`src/rtl/fetch_request_unit.sv`:
```
// Fetch request unit: owns the fetch PC, issues in-order word requests,
// tracks in-flight requests in a tag FIFO and forwards each returned
// instruction (with PC and prediction tag) to the loop buffer one cycle later.
module fetch_request_unit #(
   parameter logic [31:0] P_RESET_PC        = 32'h0000_0000,
   parameter int unsigned P_MAX_OUTSTANDING = 4
) (
   input  logic        iCLOCK,
   input  logic        inRESET,
   input  logic        iFREE_REFRESH,
   input  logic [31:0] iREFRESH_PC,
   input  logic        iSYSREG_PAGING_ENA,
   input  logic        iSYSREG_KERNEL,
   input  logic        iBP_HIT,
   input  logic [31:0] iBP_ADDR,
   output logic        oMEM_REQ,
   output logic [31:0] oMEM_ADDR,
   input  logic        iMEM_BUSY,
   input  logic        iMEM_VALID,
   input  logic [31:0] iMEM_DATA,
   input  logic        iMEM_PAGEFAULT,
   input  logic [13:0] iMEM_MMU_FLAGS,
   output logic        oNEXT_INST_VALID,
   output logic        oNEXT_PAGEFAULT,
   output logic [13:0] oNEXT_MMU_FLAGS,
   output logic        oNEXT_PAGING_ENA,
   output logic        oNEXT_KERNEL_ACCESS,
   output logic        oNEXT_BRANCH_PREDICT,
   output logic [31:0] oNEXT_BRANCH_PREDICT_ADDR,
   output logic [31:0] oNEXT_INST,
   output logic [31:0] oNEXT_PC,
   input  logic        iNEXT_FETCH_STOP,
   input  logic        iNEXT_LOCK
);

   localparam int unsigned CNT_W = $clog2(P_MAX_OUTSTANDING + 1);
   localparam int unsigned PTR_W = $clog2(P_MAX_OUTSTANDING);

   typedef enum logic [0:0] {ST_INIT, ST_RUN} state_e;

   typedef struct packed {
      logic [31:0] pc;
      logic        bp_hit;
      logic [31:0] bp_addr;
      logic        paging;
      logic        kernel;
   } tag_t;

   state_e             state_q, state_d;
   logic [31:0]        pc_q, pc_d;
   logic [CNT_W-1:0]   outst_q, outst_d;
   logic [CNT_W-1:0]   drop_q, drop_d;
   logic [PTR_W-1:0]   wr_ptr_q, wr_ptr_d;
   logic [PTR_W-1:0]   rd_ptr_q, rd_ptr_d;
   tag_t               tag_mem_q [P_MAX_OUTSTANDING];
   tag_t               tag_in_c, tag_out_c;

   logic               valid_q, valid_d;
   logic               pf_q, pf_d;
   logic [13:0]        flags_q, flags_d;
   logic               paging_q, paging_d;
   logic               kernel_q, kernel_d;
   logic               bp_q, bp_d;
   logic [31:0]        bp_addr_q, bp_addr_d;
   logic [31:0]        inst_q, inst_d;
   logic [31:0]        npc_q, npc_d;

   logic               mem_req_c, accept_c, resp_c, fwd_c;

   assign tag_in_c  = '{pc: pc_q, bp_hit: iBP_HIT, bp_addr: iBP_ADDR,
                        paging: iSYSREG_PAGING_ENA, kernel: iSYSREG_KERNEL};
   assign tag_out_c = tag_mem_q[rd_ptr_q];

   // Next-state, issue and response handling
   always_comb begin
      state_d   = state_q;
      pc_d      = pc_q;
      outst_d   = outst_q;
      drop_d    = drop_q;
      wr_ptr_d  = wr_ptr_q;
      rd_ptr_d  = rd_ptr_q;
      valid_d   = 1'b0;
      pf_d      = pf_q;
      flags_d   = flags_q;
      paging_d  = paging_q;
      kernel_d  = kernel_q;
      bp_d      = bp_q;
      bp_addr_d = bp_addr_q;
      inst_d    = inst_q;
      npc_d     = npc_q;

      mem_req_c = (state_q == ST_RUN) && !iFREE_REFRESH && !iNEXT_FETCH_STOP &&
                  !iNEXT_LOCK && (outst_q < CNT_W'(P_MAX_OUTSTANDING));
      accept_c  = mem_req_c && !iMEM_BUSY;
      resp_c    = iMEM_VALID && (outst_q != '0);
      fwd_c     = resp_c && (drop_q == '0) && !iFREE_REFRESH;

      case (state_q)
         ST_INIT: state_d = ST_RUN;
         default: state_d = ST_RUN;
      endcase

      if (accept_c) begin
         pc_d     = iBP_HIT ? (iBP_ADDR & 32'hFFFF_FFFC) : (pc_q + 32'd4);
         wr_ptr_d = wr_ptr_q + PTR_W'(1);
      end
      if (iFREE_REFRESH) begin
         pc_d = iREFRESH_PC & 32'hFFFF_FFFC;
      end

      if (resp_c) begin
         rd_ptr_d = rd_ptr_q + PTR_W'(1);
      end
      outst_d = outst_q + CNT_W'(accept_c) - CNT_W'(resp_c);

      // Refresh reloads the stale count with whatever is still in flight
      if (iFREE_REFRESH) begin
         drop_d = outst_q - CNT_W'(resp_c);
      end else if (resp_c && (drop_q != '0)) begin
         drop_d = drop_q - CNT_W'(1);
      end

      if (fwd_c) begin
         valid_d   = 1'b1;
         pf_d      = iMEM_PAGEFAULT;
         flags_d   = iMEM_MMU_FLAGS;
         paging_d  = tag_out_c.paging;
         kernel_d  = tag_out_c.kernel;
         bp_d      = tag_out_c.bp_hit;
         bp_addr_d = tag_out_c.bp_addr;
         inst_d    = iMEM_DATA;
         npc_d     = tag_out_c.pc;
      end
   end

   // State and output registers with synchronous active-low reset
   always_ff @(posedge iCLOCK) begin
      if (!inRESET) begin
         state_q   <= ST_INIT;
         pc_q      <= P_RESET_PC;
         outst_q   <= '0;
         drop_q    <= '0;
         wr_ptr_q  <= '0;
         rd_ptr_q  <= '0;
         valid_q   <= 1'b0;
         pf_q      <= 1'b0;
         flags_q   <= '0;
         paging_q  <= 1'b0;
         kernel_q  <= 1'b0;
         bp_q      <= 1'b0;
         bp_addr_q <= '0;
         inst_q    <= '0;
         npc_q     <= '0;
      end else begin
         state_q   <= state_d;
         pc_q      <= pc_d;
         outst_q   <= outst_d;
         drop_q    <= drop_d;
         wr_ptr_q  <= wr_ptr_d;
         rd_ptr_q  <= rd_ptr_d;
         valid_q   <= valid_d;
         pf_q      <= pf_d;
         flags_q   <= flags_d;
         paging_q  <= paging_d;
         kernel_q  <= kernel_d;
         bp_q      <= bp_d;
         bp_addr_q <= bp_addr_d;
         inst_q    <= inst_d;
         npc_q     <= npc_d;
      end
   end

   // Tag FIFO storage; emptiness is tracked by the pointers and counter
   always_ff @(posedge iCLOCK) begin
      if (accept_c) begin
         tag_mem_q[wr_ptr_q] <= tag_in_c;
      end
   end

   assign oMEM_REQ                  = mem_req_c;
   assign oMEM_ADDR                 = pc_q;
   assign oNEXT_INST_VALID          = valid_q && !iFREE_REFRESH;
   assign oNEXT_PAGEFAULT           = pf_q;
   assign oNEXT_MMU_FLAGS           = flags_q;
   assign oNEXT_PAGING_ENA          = paging_q;
   assign oNEXT_KERNEL_ACCESS       = kernel_q;
   assign oNEXT_BRANCH_PREDICT      = bp_q;
   assign oNEXT_BRANCH_PREDICT_ADDR = bp_addr_q;
   assign oNEXT_INST                = inst_q;
   assign oNEXT_PC                  = npc_q;

endmodule
```
`config.mk`:
```
export PLATFORM = sky130hd
export DESIGN_NAME = fetch_request_unit
export DESIGN_NICKNAME = d
export VERILOG_FILES = /design/src/rtl/fetch_request_unit.sv
export SDC_FILE = /design/constraint.sdc
export NUM_CORES = 1
export LEC_CHECK = 0
export BUFFER_PORTS_ARGS = -buffer_cell sky130_fd_sc_hd__buf_2
export CORE_MARGIN = 5
export CORE_UTILIZATION = 50
export DETAILED_ROUTE_END_ITERATION = 8
export GPL_ROUTABILITY_DRIVEN = 0
export PLACE_DENSITY = 0.77
export SLEW_MARGIN = 25
export SYNTH_ARGS = -nofsm -noshare
export SYNTH_HDL_FRONTEND = slang
export SYNTH_SLANG_ARGS = --single-unit
export TNS_END_PERCENT = 100
```
`constraint.sdc`:
```
create_clock -name iCLOCK -period 3.7 [get_ports iCLOCK]
set_input_delay 0.925 -clock iCLOCK [delete_from_list [all_inputs] [get_ports iCLOCK]]
set_output_delay 0.925 -clock iCLOCK [all_outputs]
set_load 0.03 [all_outputs]
```
; Word level (Yosys, flattened, before mapping)
; Memories as Yosys holds them, arrays and structs flattened. A register that Yosys moved wholly into a read port is not among the register bits.
; Index checks and enable logic that the tools add are counted.
[word_totals]
register_bits = 91
memories = 1
mem_bits_rw = 268
output_inout_bits = 148
[mem_list]
columns = name, words, width, rd, rd_ports_with_merged_regs, wr, line_no
row1 = tag_mem_q, 4, 67, 1, 1, 1, 55  ; tag_t tag_mem_q [P_MAX_OUTSTANDING];
[classes]
bitwise = 1
addsub = 7
magnitude_cmp = 1
muxes = 9
reduce_logical = 21
[op_table]
columns = cell, n
row1 = 32-bit two-way mux, 3
row2 = "32-bit by 3-bit adder with 32-bit output, second input constant", 1
row3 = 1-bit logical AND, 10
row4 = 3-bit two-way mux, 2
row5 = 3-bit nonzero test, 2
row6 = 3-bit by 1-bit subtractor with 3-bit output, 2
row7 = 1-bit logical NOT, 5
row8 = "2-bit by 1-bit adder with 2-bit output, second input constant", 2
row9 = 1-bit two-way mux, 4
row10 = 2-bit nonzero test, 2
row11 = 3-bit by 1-bit adder with 3-bit output, 1
row12 = 3-bit logical NOT, 1
row13 = "3-bit < comparator, second input constant", 1
row14 = "3-bit by 1-bit subtractor with 3-bit output, second input constant", 1
row15 = 2-bit OR reduction, 1
row16 = 1-bit inverter, 1

; Logic depth before layout (Yosys ltp)
; Gate-level depths: netlist of the first run.
[depth]
word_depth = 8
mapped_depth = 11
ltp_nobuf = 11

; Worst setup path after synthesis of the first run
; OpenSTA, ideal clock, no wires.
[synth_timing]
path_kind = input to register
startpoint = input port iNEXT_FETCH_STOP
endpoint = memory tag_mem_q[0][0] in the netlist's numbering (enable)
path_stages = 2
setup_slack_ns = 0.224
arrival_ns = 3.043
path_buffers = 0
cell_sequence = nor4b_2 > and3_1
[synth_between]
elab_chain_cells = 7
[synth_lines]
columns = item, line_no
row1 = start: declaration, 32  ; input logic iNEXT_FETCH_STOP,
row2 = 1-bit logical NOT, 92  ; mem_req_c = (state_q == ST_RUN) && !iFREE_REFRESH && !iNEXT_FETCH_STOP &&
row3 = 1-bit logical AND (2 in a row), 92
row4 = 1-bit logical AND, 93  ; !iNEXT_LOCK && (outst_q < CNT_W'(P_MAX_OUTSTANDING));
row5 = 1-bit logical AND, 94  ; accept_c = mem_req_c && !iMEM_BUSY;
row6 = 1-bit two-way mux, 175  ; if (accept_c) begin
row7 = 1-bit two-way mux (implied by the code), 176  ; tag_mem_q[wr_ptr_q] <= tag_in_c;
row8 = end: declaration, 55
; Every way passes these cells.

; Worst setup path in the final report of the first run
[layout_timing]
startpoint = input port iNEXT_FETCH_STOP
endpoint = output port oMEM_REQ
[layout_between]
elab_chain_cells = 4
[layout_lines]
columns = item, line_no
row1 = 1-bit logical NOT, 92
row2 = 1-bit logical AND (2 in a row), 92
row3 = 1-bit logical AND, 93
row4 = end: declaration, 16  ; output logic oMEM_REQ,
; Every way passes these cells.

==> results of run 1 <==
## cells in the mapped netlist (11+ instances only)
cell and n:
edfxtp_1 268, nand2_1 252, dfxtp_1 158, a21oi_1 132
mux4_2 67, clkbuf_1 38, o21ai_0 25, nor2_1 24
buf_2 21, inv_1 15, a22oi_1 14, and3_1 12
a22o_1 11, ha_1 11, xor2_1 11
## power by group
part	switching (mW)	internal (mW)	leakage (nW)
clock network	1.80	2.72	0.729
logic	1.23	0.867	2.72
registers	0.231	5.26	3.73
## per-layer routing
layer | vias up | global-route usage
li1 | 4978 | -
met1 | 5407 | 0.2977
met2 | 487 | 0.3702
met3 | 100 | 0.06008
met4 | 14 | 0.08122
met5 | - | 0
## final timing paths
| check | end | slack [ns] |
|---|---|---|
| hold reg to reg | oNEXT_BRANCH_PREDICT_ADDR[3]$_SDFFE_PN0P_ | 0.45 |
| setup / recovery | oMEM_REQ | 0.84 |
| setup reg to reg | outst_q[2]$_SDFF_PN0_ | 0.99 |
| hold / removal | oNEXT_BRANCH_PREDICT_ADDR[3]$_SDFFE_PN0P_ | 0.45 |
## critical path: stages
cell    delay [ns]
buf_2         0.11
or4b_4        0.58
nor2_1        0.11
buf_2         0.21
## state kept, by name, summed over array words and instances (netlist names), 2 cells and up
name	cells
drop_q	3
outst_q	3
oNEXT_MMU_FLAGS	14
oNEXT_BRANCH_PREDICT_ADDR	32
wr_ptr_q	2
rd_ptr_q	2
tag_mem_q	268
oNEXT_INST	32
oMEM_ADDR	32
oNEXT_PC	32
## cell type report
type / count / area [µm²]
fillers: 2481 / 12670
flip-flops and latches: 426 / 11220
multi-input cells: 674 / 4806
repair buffers: 292 / 1627
clock buffers: 59 / 1206
well taps: 442 / 553.0
clock inverters: 21 / 296.5
inverters: 18 / 70.07
diodes: 4 / 10.01
## through the flow
step / hold slack [ns] / cell area, µm² / power [mW] / worst slack, ns
final: 0.4500 / 19790 / 12.11 / 0.8355
after global routing: 0.4757 / 19790 / 12.62 / 0.7759
after CTS: 0.4522 / 19760 / 12.21 / 0.8331
after detailed placement: 0.4439 / 18250 / 7.701 / 0.3550
after global placement: 0.4383 / 18250 / 7.655 / 0.3775
after floorplan: 0.4692 / 16410 / 7.057 / 0.2243
## cell families (layout without fill, tap and decap cells)
logic type                 after synthesis  after routing  synth area share
and+or+nand+nor                        340            340           0.09209
DFF                                    426            426            0.6830
muxes                                   70             70           0.09384
other                                    0              4                 0
buffers and inverters                   94            390           0.02630
xor gates and xnor gates                18             18          0.009605
AOI/OAI and AO/OA                      234            234           0.08553
adders and majority gates               12             12          0.009605
==> results.sh, run 1 <==
export IMPL_hold_viol_final=0
export IMPL_reg2regPathDepth=11
export IMPL_dr_pass1_iters=5
export IMPL_io_buffers=266
export IMPL_die_area_mm2=0.03655
export IMPL_finalSetupViolations=0
export IMPL_layout_common_cells="268 x edfxtp_1, 266 x buf_2, 252 x nand2_1, 156 x dfxtp_1, 132 x a21oi_1"
export IMPL_dp_hpwl_um=27620
export IMPL_crit_type="primary input to output port"
export IMPL_die_h_um=191.2
export IMPL_syn_to_final_growth_pct=20.55
export IMPL_cts_setup_buffers=0
export IMPL_setup_worst_path_start="iNEXT_FETCH_STOP"
export IMPL_antenna_found_initial=11
export IMPL_avgSynthCellArea_um2=13.75
export IMPL_ctsResizeCount=0
export IMPL_yosysTopAreaCell="edfxtp_1"
export IMPL_die_w_um=191.2
export IMPL_h_tree_depth=2
export IMPL_cts_sinks=426
export IMPL_postSynthRegisterBits=426
export IMPL_vdd_drop_max_v=0.0004964
export IMPL_hold_depth=2
export IMPL_stdcell_count=1936
export IMPL_max_cap_violations=0
export IMPL_period_share=0.7742
export IMPL_netlist_area_mm2=0.01641
export IMPL_final_common_cell="edfxtp_1"
export IMPL_drt_initial_drc_count=756
export IMPL_antenna_left=0
export IMPL_utilization=0.6097
export IMPL_wire_per_inst_um=21.91
export IMPL_power_density_mw_per_mm2=612.0
export IMPL_grt_pass1_wl_um=63890
export IMPL_arrival_ns=1.94
export IMPL_clk_insertion_delay_late_ns=0.55
export IMPL_grt_pass1_vias=10990
export IMPL_drt_wl_total_um=42420
export IMPL_ys_types=69
export IMPL_yosysWarnings=0
export IMPL_coreArea_mm2=0.03245
export IMPL_r2r_start="outst_q[2]$_SDFF_PN0_"
export IMPL_max_freq_ghz=0.3491
export IMPL_synth_area_top_cells="edfxtp_1 49%, dfxtp_1 19%, mux4_2 9.2%, nand2_1 5.8%, a21oi_1 4.0%"
export IMPL_final_layout_size_suffix_gt1_frac=0.3034
export IMPL_syn_num_nets=1327
export IMPL_rsz0062_at_grt="no"
export IMPL_vias_per_cell=5.675
export IMPL_outcome="completed"
export IMPL_clockBufferDepth=3
export IMPL_highest_layer="met5"
export IMPL_hold_class="register to register"
export IMPL_cts_root_buf="clkbuf_16"
export IMPL_dr_wl_met3_um=3944
export IMPL_seq_area_frac_synth=0.6830
export IMPL_cts_made_buffers=43
export IMPL_yosys_area_top_type_share=0.4903
export IMPL_synth_edf_count=268
export IMPL_wl_met1_um=16720
export IMPL_hold_start="oNEXT_BRANCH_PREDICT_ADDR[3]$_SDFFE_PN0P_"
export IMPL_fin_setup_tns_ns=0
export IMPL_synthArstFlopShare=0
export IMPL_fin_nets=1588
export IMPL_crit_fanout=3
export IMPL_worst_ep_required_time_ns=2.77
export IMPL_slew_viol_final=0
export IMPL_grt_max_degree=89
export IMPL_fin_crit_ns=2.864
export IMPL_start_util=0.5057
export IMPL_num_io_pins=269
export IMPL_syn_inst=1194
export IMPL_grt_use_total=0.2273
export IMPL_placedCellCount=1851
export IMPL_overflow=0
export IMPL_cp_start_kind="primary input"
export IMPL_num_rows=66
export IMPL_clock_skew_ns=0.02126
export IMPL_ys_flop_type="edfxtp_1"
export IMPL_cts_tree="built"
export IMPL_wl_met2_um=20110
export IMPL_worstSetupEndpointType="output port"
export IMPL_max_slew_margin=0.3621
export IMPL_ctsHoldBuffers=0
export IMPL_p_leak_nw=7.173
export IMPL_worst_slew_pin_slew_ns=0.9496
export IMPL_path_clk_slew_ns=0.06
export IMPL_post_route_drc_count=0
export IMPL_vias=10990
No activity file was read; power rests on OpenSTA's default activity.
==> inputs of run 2 (changes only) <==
--- a/config.mk
+++ b/config.mk
@@ -10,7 +10,7 @@
 export CORE_UTILIZATION = 50
 export DETAILED_ROUTE_END_ITERATION = 8
 export GPL_ROUTABILITY_DRIVEN = 0
-export PLACE_DENSITY = 0.77
+export PLACE_DENSITY = 0.8
 export SLEW_MARGIN = 25
 export SYNTH_ARGS = -nofsm -noshare
 export SYNTH_HDL_FRONTEND = slang
==> constraint.sdc (replaced) <==
create_clock -name iCLOCK -period 2.45 [get_ports iCLOCK]
set_input_delay 0.6125 -clock iCLOCK [delete_from_list [all_inputs] [get_ports iCLOCK]]
set_output_delay 0.6125 -clock iCLOCK [all_outputs]
set_load 0.03 [all_outputs]
==> run 2 against run 1 <==
Clock skew is 0.0093 ns lower. Largest power group unchanged. Utilization grew 1.3 points. Wire length up 1.2%. Critical path type is now register to output port. Register-to-register slack lost 0.86 ns. Sequential power rose by 50%. Clock power increased by 43%. Largest cell class unchanged. Global-route usage rose by 0.37 points.
==> results.sh, run 2 (synthesized netlist as in run 1, its figures left out) <==
export IMPL_vias=11260
export IMPL_cp_start_kind="register"
export IMPL_outcome="completed"
export IMPL_ctsHoldBuffers=0
export IMPL_p_total_mw=18.11
export IMPL_rsz0062_at_grt="no"
export IMPL_grt_pass1_vias=11110
export IMPL_max_cap_violations=0
export IMPL_top_register="tag_mem_q"
export IMPL_grt_max_degree=74
export IMPL_drt_initial_drc_count=1076
export IMPL_cts_sinks=426
export IMPL_io_buffers=266
export IMPL_fin_ws_ns=0.1026
export IMPL_dp_hpwl_um=29320
export IMPL_clockBufferDepth=3
export IMPL_utilization=0.6228
export IMPL_worstSetupEndpointType="output port"
export IMPL_clock_skew_ns=0.01192
export IMPL_die_w_um=191.2
export IMPL_num_io_pins=269
export IMPL_cts_tree="built"
export IMPL_p_leak_nw=7.395
export IMPL_die_h_um=191.2
export IMPL_clk_insertion_delay_late_ns=0.53
export IMPL_hold_viol_final=0
export IMPL_placedCellCount=1895
export IMPL_power_density_mw_per_mm2=895.7
export IMPL_max_freq_ghz=0.4260
export IMPL_final_layout_size_suffix_gt1_frac=0.3251
export IMPL_cts_root_buf="clkbuf_16"
export IMPL_period_share=0.9581
export IMPL_syn_to_final_growth_pct=23.15
export IMPL_worst_ep_required_time_ns=1.84
export IMPL_crit_chain="or4b_4, buf_4, nor2_4, buf_6"
export IMPL_vdd_drop_max_v=0.0007073
export IMPL_antenna_left=0
export IMPL_h_tree_depth=2
export IMPL_cts_setup_buffers=0
export IMPL_finalSetupViolations=0
export IMPL_dr_pass1_iters=5
export IMPL_post_route_drc_count=0
export IMPL_fin_crit_ns=2.347
export IMPL_cts_made_buffers=43
export IMPL_arrival_ns=1.73
export IMPL_final_common_cell="edfxtp_1"
export IMPL_grt_pass1_wl_um=64560
export IMPL_grt_use_total=0.2310
export IMPL_crit_type="register to output port"
export IMPL_vias_per_cell=5.695
export IMPL_drt_wl_total_um=42930
export IMPL_coreArea_mm2=0.03245
export IMPL_die_area_mm2=0.03655
export IMPL_num_rows=66
export IMPL_stdcell_count=1977
export IMPL_wire_per_inst_um=21.72
export IMPL_path_clk_slew_ns=0.06
export IMPL_start_util=0.5057
export IMPL_dp_worst_setup_slack_ns=-0.3908
export IMPL_worst_slew_pin_slew_ns=0.6618
export IMPL_fin_nets=1631
export IMPL_critical_path_max_stage_delay_ns=0.50
export IMPL_overflow=0
export IMPL_layout_common_cells="268 x edfxtp_1, 265 x buf_2, 252 x nand2_1, 156 x dfxtp_1, 132 x a21oi_1"
export IMPL_crit_fanout=2
export IMPL_crit_slowest_cell="or4b_4"
export IMPL_fillers=2421
export IMPL_antenna_found_initial=5
export IMPL_hold_class="primary input to register"
export IMPL_slew_viol_final=0
export IMPL_max_slew_margin=0.5554
export IMPL_largest_register_ff_count=268
==> run 2: layout make-up <==
| class | instances | area [µm²] | share of cell area |
|---|---|---|---|
| antenna | 3 | 7.507 | 0.0003714 |
| clock buffer | 69 | 1308 | 0.06469 |
| clock inverter | 10 | 106.4 | 0.005262 |
| inverter | 18 | 70.07 | 0.003466 |
| multi-input combinational | 674 | 4857 | 0.2403 |
| sequential | 426 | 11220 | 0.5550 |
| tap | 442 | 553.0 | 0.02736 |
| timing repair buffer | 335 | 2093 | 0.1036 |
==> run 2: critical path, delay by kind of cell, from the launching register on <==
family                 cells  cell delay, ns
buffers and inverters      2            0.30
flip-flops                 1            0.31
AND/OR/NAND/NOR            2            0.58
==> run 2: worst paths after layout <==
check                                                 from                    endpoint  slack [ns]  depth (start not counted)
worst min-delay path                           iBP_ADDR[0]   tag_mem_q[0][2]$_DFFE_PP_        0.29                          1
worst min register to register  oNEXT_INST[4]$_SDFFE_PN0P_  oNEXT_INST[4]$_SDFFE_PN0P_        0.45                          2
worst max-delay path                 outst_q[2]$_SDFF_PN0_                    oMEM_REQ        0.10                          4
worst max register to register       outst_q[2]$_SDFF_PN0_       outst_q[2]$_SDFF_PN0_        0.13                         11
==> run 2: what timing repair did <==
item / 4_1_cts / 5_1_grt
gates resized for setup: 1 / 4
setup endpoints to repair: 1 / 2
cloned: 0 / 0
pin swaps: 0 / 1
==> run 2: per-stage QoR <==
stage,setup TNS [ns],instance area [µm²],hold slack [ns]
final,0,20210,0.2943
after global routing,0,20210,0.2796
after CTS,0,20190,0.2807
after detailed placement,-0.7423,18770,0.4435
after global placement,-0.5548,18770,0.4385
after floorplan,-0.3888,16450,0.4692
==> run 2: metal layers <==
layer / track usage / vias to the layer above / share of wire
met5: 0 / - / 0.00089
met4: 0.08232 / 6 / 0.036
met3: 0.05990 / 99 / 0.11
met2: 0.3716 / 576 / 0.48
met1: 0.3076 / 5512 / 0.38
li1: - / 5066 / -
==> run 2: power by group <==
| part | switching, mW | internal (mW) |
|---|---|---|
| sequential | 0.294 | 7.94 |
| clock | 2.60 | 3.87 |
| combinational | 1.96 | 1.44 |
